===== config.mk =====
export PLATFORM = sky130hd
export DESIGN_NAME = video_timing_gen
export DESIGN_NICKNAME = d
export VERILOG_FILES = /design/src/rtl/video_timing_gen.sv
export SDC_FILE = /design/constraint.sdc
export NUM_CORES = 1
export LEC_CHECK = 0
export CELL_PAD_IN_SITES_DETAIL_PLACEMENT = 1
export CELL_PAD_IN_SITES_GLOBAL_PLACEMENT = 2
export CORE_UTILIZATION = 30
export CTS_CLUSTER_DIAMETER = 50
export DETAILED_ROUTE_END_ITERATION = 8
export GPL_TIMING_DRIVEN = 1
export PLACE_DENSITY_LB_ADDON = 0.1
export SYNTH_ARGS = -nofsm -noshare
export SYNTH_HDL_FRONTEND = slang
export SYNTH_SLANG_ARGS = --single-unit

===== constraint.sdc =====
create_clock -name pclk -period 3.37 [get_ports pclk]
set_input_delay 0.674 -clock pclk [delete_from_list [all_inputs] [get_ports pclk]]
set_output_delay 0.674 -clock pclk [all_outputs]
set_load 0.01 [all_outputs]

===== src/rtl/video_timing_gen.sv =====
// Free-running raster timing generator with built-in test patterns.
// Counters run only between frame boundaries; every output except the size constants is registered.
module video_timing_gen #(
  parameter int unsigned DSIZE    = 24,
  parameter int unsigned H_ACTIVE = 1920,
  parameter int unsigned H_FP     = 88,
  parameter int unsigned H_SYNC   = 44,
  parameter int unsigned H_BP     = 148,
  parameter int unsigned V_ACTIVE = 1080,
  parameter int unsigned V_FP     = 4,
  parameter int unsigned V_SYNC   = 5,
  parameter int unsigned V_BP     = 36,
  parameter bit          HS_POL   = 1'b1,
  parameter bit          VS_POL   = 1'b1,
  parameter logic [DSIZE-1:0] SOLID = '0
) (
  input  logic             pclk,
  input  logic             prst_n,
  input  logic             enable,
  input  logic [1:0]       pattern_sel,
  output logic             vsync,
  output logic             hsync,
  output logic             de,
  output logic [DSIZE-1:0] data,
  output logic [23:0]      vactive,
  output logic [23:0]      hactive,
  output logic             frame_start,
  output logic             busy
);

  localparam int unsigned CW      = 16;
  localparam int unsigned H_TOTAL = H_ACTIVE + H_FP + H_SYNC + H_BP;
  localparam int unsigned V_TOTAL = V_ACTIVE + V_FP + V_SYNC + V_BP;

  localparam logic [CW-1:0] H_LAST    = CW'(H_TOTAL - 1);
  localparam logic [CW-1:0] V_LAST    = CW'(V_TOTAL - 1);
  localparam logic [CW-1:0] H_ACT     = CW'(H_ACTIVE);
  localparam logic [CW-1:0] V_ACT     = CW'(V_ACTIVE);
  localparam logic [CW-1:0] H_SYNC_LO = CW'(H_ACTIVE + H_FP);
  localparam logic [CW-1:0] H_SYNC_HI = CW'(H_ACTIVE + H_FP + H_SYNC);
  localparam logic [CW-1:0] V_SYNC_LO = CW'(V_ACTIVE + V_FP);
  localparam logic [CW-1:0] V_SYNC_HI = CW'(V_ACTIVE + V_FP + V_SYNC);

  // Zero-width sync pulses would make the sync windows empty.
  if (H_SYNC == 0 || V_SYNC == 0) begin : g_bad_params
    $error("video_timing_gen: H_SYNC and V_SYNC must be non-zero");
  end

  typedef enum logic {IDLE, RUN} state_t;

  state_t        state;
  state_t        state_next;
  logic [CW-1:0] h_cnt;
  logic [CW-1:0] v_cnt;
  logic [1:0]    pat_q;
  logic [1:0]    pat_cur;
  logic          frame_first;
  logic          frame_last;

  logic             vsync_d;
  logic             hsync_d;
  logic             de_d;
  logic [DSIZE-1:0] data_d;
  logic             frame_start_d;
  logic             busy_d;

  assign frame_first = (state == RUN) && (h_cnt == '0) && (v_cnt == '0);
  assign frame_last  = (h_cnt == H_LAST) && (v_cnt == V_LAST);
  assign pat_cur     = frame_first ? pattern_sel : pat_q;

  assign vactive = 24'(V_ACTIVE);
  assign hactive = 24'(H_ACTIVE);

  always_ff @(posedge pclk or negedge prst_n) begin
    if (!prst_n) state <= IDLE;
    else         state <= state_next;
  end

  always_comb begin
    state_next = state;
    case (state)
      IDLE:    if (enable) state_next = RUN;
      RUN:     if (frame_last && !enable) state_next = IDLE;
      default: state_next = IDLE;
    endcase
  end

  // Raster counters; held at the origin while idle.
  always_ff @(posedge pclk or negedge prst_n) begin
    if (!prst_n) begin
      h_cnt <= '0;
      v_cnt <= '0;
    end else if (state == RUN) begin
      if (h_cnt == H_LAST) begin
        h_cnt <= '0;
        v_cnt <= (v_cnt == V_LAST) ? '0 : v_cnt + CW'(1);
      end else begin
        h_cnt <= h_cnt + CW'(1);
      end
    end else begin
      h_cnt <= '0;
      v_cnt <= '0;
    end
  end

  // Pattern select is captured on the first pixel of each frame.
  always_ff @(posedge pclk or negedge prst_n) begin
    if (!prst_n) pat_q <= 2'd0;
    else         pat_q <= pat_cur;
  end

  always_comb begin
    vsync_d       = ~VS_POL;
    hsync_d       = ~HS_POL;
    de_d          = 1'b0;
    data_d        = '0;
    frame_start_d = 1'b0;
    busy_d        = (state_next == RUN);
    if (state == RUN) begin
      hsync_d       = (h_cnt >= H_SYNC_LO && h_cnt < H_SYNC_HI) ? HS_POL : ~HS_POL;
      vsync_d       = (v_cnt >= V_SYNC_LO && v_cnt < V_SYNC_HI) ? VS_POL : ~VS_POL;
      de_d          = (h_cnt < H_ACT) && (v_cnt < V_ACT);
      frame_start_d = frame_first;
      if (de_d) begin
        case (pat_cur)
          2'd0:    data_d = DSIZE'(h_cnt);
          2'd1:    data_d = DSIZE'(v_cnt);
          2'd2:    data_d = (h_cnt[3] ^ v_cnt[3]) ? {DSIZE{1'b1}} : '0;
          default: data_d = SOLID;
        endcase
      end
    end
  end

  always_ff @(posedge pclk or negedge prst_n) begin
    if (!prst_n) begin
      vsync       <= ~VS_POL;
      hsync       <= ~HS_POL;
      de          <= 1'b0;
      data        <= '0;
      frame_start <= 1'b0;
      busy        <= 1'b0;
    end else begin
      vsync       <= vsync_d;
      hsync       <= hsync_d;
      de          <= de_d;
      data        <= data_d;
      frame_start <= frame_start_d;
      busy        <= busy_d;
    end
  end

endmodule


[After elaboration in Yosys (flattened, before gate mapping)]
Index checks and enable logic that the tools add are counted.
Operators by class
  equality and inequality tests: 5
  multiplexer cells: 19
  reduce and logical (&&, ||, !) cells: 11
  bitwise logic cells: 2
  add/sub/neg operators: 2
  order comparisons: 6
Operators with widths (number)
  2-to-1 mux 16 bit: 5
  2-to-1 mux 24 bit: 3
  one-hot mux 24 bit (3 select lines): 1
  < comparator 16 x 11 -> 1 bit, second input constant: 3
  adder 16 x 1 -> 16 bit, second input constant: 2
  greater-or-equal comparator 16 x 11 -> 1 bit, second input constant: 2
  logical NOT 16 bit: 2
  equality test 16 x 11 -> 1 bit, second input constant: 1
  equality test 16 x 12 -> 1 bit, second input constant: 1
  < comparator 16 x 12 -> 1 bit, second input constant: 1
  2-to-1 mux 1 bit: 8
  logical AND 1 bit: 7
  equality test 2 x 1 -> 1 bit, second input constant: 1
  equality test 2 bit, second input constant: 1
  logical NOT 2 bit: 1
  2-to-1 mux 2 bit: 1
  != test 2 x 1 -> 1 bit, second input constant: 1
  one-hot mux 1 bit (2 select lines): 1
  logical NOT 1 bit: 1
  NOT 1 bit: 1
  bitwise XOR 1 bit: 1
Word-level totals
  bits in registers: 63
  output and inout bits: 77
  bits of input ports: 5

[Longest topological paths before layout]
  word-level depth: 8
  depth in mapped cells: 8
  depth with buffers taken out: 7

[Worst setup path before layout]
No wires, ideal clock.
  path type: flip-flop to flip-flop
  from: reg v_cnt[0]
  to: reg data[14]
  clock period less this slack: 2.342 ns
  buffers on the path: 1
  setup time: 0.119 ns
  stages on the path, launching flop included: 9
  data arrival time: 2.223 ns
  path slack: 1.028 ns
  path through: dfrtp_1 inv_1 ha_1 or3b_4 or4b_4 o311ai_2 a21oi_2 buf_6 o21a_1
On the way
  word-level cells in the longest chain between the ends: 7
  elaborated cells between the ends (all ways): 11
RTL lines
  start, declared: RTL line 54  | logic [CW-1:0] v_cnt;
  start signal, assigned: RTL line 96  | v_cnt <= (v_cnt == V_LAST) ? '0 : v_cnt + CW'(1);
  logical NOT 16 bit: RTL line 67  | assign frame_first = (state == RUN) && (h_cnt == '0) && (v_cnt == '0);
  logical AND 1 bit: RTL line 67
  2-to-1 mux 2 bit: RTL line 69  | assign pat_cur = frame_first ? pattern_sel : pat_q;
  equality test 2 bit (tied with other cells): RTL line 125  | case (pat_cur)
  one-hot mux 24 bit (3 select lines): RTL line 125
  2-to-1 mux 24 bit (*): RTL line 124  | if (de_d) begin
  2-to-1 mux 24 bit (*): RTL line 119  | if (state == RUN) begin
  net data_d[14]: RTL line 63  | logic [DSIZE-1:0] data_d;
  end signal, assigned: RTL line 147  | data <= data_d;
  end, declared: RTL line 24  | output logic [DSIZE-1:0] data,
Mark *: on every way through the listed nets, which the timed path passes. The rest lies on a longest branch.
A chain may end at the register's enable or synchronous reset.

[Final worst setup path]
  from: reg v_cnt[0]
  to: reg data[0]
The elaborated chain is that of the path after synthesis.

==> results.ini <==
[logic_synthesis]
ys_async_sr_fraction_pct=100.0
synth_enable_flop_cells=0
synth-main-ff-cell=dfrtp_1
synth_sequential_area_ratio_pct=39.56
syn_area_per_cell_sq_um=9.200
yosys.area.top_type=dfrtp_1
post_synth_inst_count=385
syn-cell-area_sq_um=3542
yosys_warnings=0
synth_cell_type_count=53
synth.area.top_cells=dfrtp_1 (40%), buf_4 (12%), mux2i_1 (4.8%), nor2_1 (3.7%), o21a_1 (3.0%)
synth.top_cell.area_share_pct=39.56
ys_seq_elements=56

[critical_path]
critical_path_arrival_ns=2.91
ff_to_ff_path_depth=7
timing.critical_path.from=v_cnt[0]$_DFFE_PN0P_
critPathMaxFanout=16
category_of_the_worst_setup_path_launch_point=flip-flop
r2r-start=v_cnt[0]$_DFFE_PN0P_
r2r_setup_slack_ns=0.70
cp.required_ns=3.62
worstSetupPathType=reg -> reg
critical_path.endpoint_type=flip-flop
worst_flop_to_flop_path_endpoint=data[0]$_DFF_PN0_

[global_routing]
first_global_vias=2734
sum_of_overflow_across_all_layers_after_global_routing=0
grt_first_pass_wirelength_mm=14.95
antenna_found_initial=0
grtUsageTotal_pct=15.69
grt_start_max_net_pins=57

[die]
fp.coreArea_sq_um=11470
fp-row-count=39
dieHeight_um=110.7
fp.dieArea_sq_um=12250
design.portCount=82
die_width_um=110.7
start_util_pct=30.89

[routing]
post_drt_wl_per_cell_um=16.42
vias=2650
drt-pass1-iter-count=4
post-route-drc-count=0
number_of_vias_per_cell=4.801
ant_nets=0
routed_wl_mm=9.064
drt_iter0_markers=80

[sta]
tightest_pin_transition_ns=0.8456
finalClockSkew_ns=0.006964
max_clock_freq_mhz=375.0
setup-tns-final_ns=0
worst_slack_on_hold_paths_ns=0.5071
setup_repair_after_global_routing_missed_its_margin=no
period_needed_ns=2.667
drv_slew=0
setup_viol=0
finalHoldViolations=0
max-slew-margin-rel_pct=43.63
finalCritPeriodShare_pct=79.13

[clocking]
clockBufferDepth=2
cts_buffers=5
cts_root_buf=clkbuf_16
clock_transition_at_path_regs_ns=0.07
tritoncts_num_sinks=56
cts-hold-fix-buffers=0
post_cts_resize_count=0
clock_insertion_delay_worst_skew_ns=0.31
h_tree_lvls=2
postCtsSetupRepairBufs=0
tritoncts=yes

[placed_design]
placement.io_buffers=33
detailedPlacementHpwl_mm=6.759
gp_congestion=0.7608

[power_and_ir_drop]
power.net_switching_uw=809.3
pwr-share-seq_pct=42.4
swShare_pct=34.50
worst_voltage_drop_across_the_vdd_grid_mv=0.3138
internal_power_mw=1.537
logic_gate_share_of_total_power_pct=33.8
static-leakage-power_nw=1.728
p_clk_share_pct=23.9
cell_pwr_density_nw_per_um2=595.5

[flow_run]
max-cap-violations=0

[layout]
leading_cell_types_in_the_layout_fill_and_taps_excluded=dfrtp_1 (56), conb_1 (48), nor2_1 (35)
diode_insertion_count_for_antenna_repair=0
areaGrowthSynthToFinish_pct=11.23
drive_gt1_share_pct=7.579
layout_commonest_cell=dfrtp_1
fin_nets=417

[hold_path]
worstHoldPathType=in -> async

[outcome]
run_status=finished, final reports clean

power by group through the flow:
stage	clock network (mW)	logic [mW]	registers (mW)
5_1_grt	0.607	0.873	1.02
4_1_cts	0.583	0.803	0.996
3_5_place_dp	0	0.799	1.01
3_3_place_gp	0	0.798	1.00
2_1_floorplan	0	0.607	0.945
6_report	0.560	0.792	0.994
critical path, cell delays in order (launching register included):
cell and delay [ns]:
dfrtp_1 0.46, inv_1 0.09, ha_1 0.14, or3b_4 0.40, nor4b_2 0.51, nand4_1 0.19
a21oi_2 0.58, o31a_1 0.23
state kept, by name, summed over array words and instances (netlist names):
signal,flops
data,17
h_cnt,16
v_cnt,16
pat_q,2
busy,1
de,1
frame_start,1
hsync,1
vsync,1
layer usage:
metal	GRT usage, %	vias up	part of all wire [%]
li1	-	1279	-
met1	20.85	1299	48
met2	25.34	66	47
met3	3.390	6	3.3
met4	5.067	0	1.4
met5	0	-	0
final cells by class:
class / count / area [sq um]
clock buffers: 6 / 138.9
clock inverters: 2 / 15.01
fillers: 1360 / 7527
inverters: 16 / 60.06
multi-input cells: 285 / 1738
flip-flops and latches: 56 / 1401
well taps: 143 / 178.9
repair buffers: 44 / 407.9
per-stage QoR:
step / area [sq um] / cells / util [%] / power (mW) / worst slack, ns
floorplan: 3715 / 431 / - / 1.552 / 1.029
detailed placement: 3786 / 544 / 33.02 / 1.809 / 0.7186
CTS: 3940 / 552 / 34.36 / 2.382 / 0.6870
global placement: 3786 / 544 / 33.02 / 1.802 / 0.7578
finish: 3940 / 552 / 34.36 / 2.346 / 0.7032
global route: 3940 / 552 / 34.36 / 2.499 / 0.4775
logic make-up after synthesis:
kind of cell	after synthesis	share of synthesized area, %
flip-flops	56	39.56
AND/OR/NAND/NOR	134	20.17
AO/OA/AOI/OAI	66	13.56
other	2	0.2120
adder cells (fa/ha/maj)	4	1.413
buffers and inverters	90	16.25
XOR/XNOR	15	3.709
multiplexers	18	5.122
Yosys cell counts (7+ instances only):
library cell	count
clkbuf_1	10
nand3_1	16
and2_1	7
inv_1	16
nor3_1	13
xnor2_1	12
mux2i_1	17
dfrtp_1	56
o21a_1	14
or3_1	8
nand2_1	20
a21oi_1	11
buf_4	56
nand4_1	8
nor2_1	35
o21ai_0	12
how the worst max path moves through the flow:
stage	endpoint	slack [ns]	depth (start not counted)
floorplan	data[14]$_DFF_PN0_	1.03	8
global placement	data[0]$_DFF_PN0_	0.76	7
detailed placement	data[2]$_DFF_PN0_	0.72	7
CTS	data[0]$_DFF_PN0_	0.69	7
global route	data[7]$_DFF_PN0_	0.48	7
finish	data[0]$_DFF_PN0_	0.70	7
(Power assumes the default switching activity.)
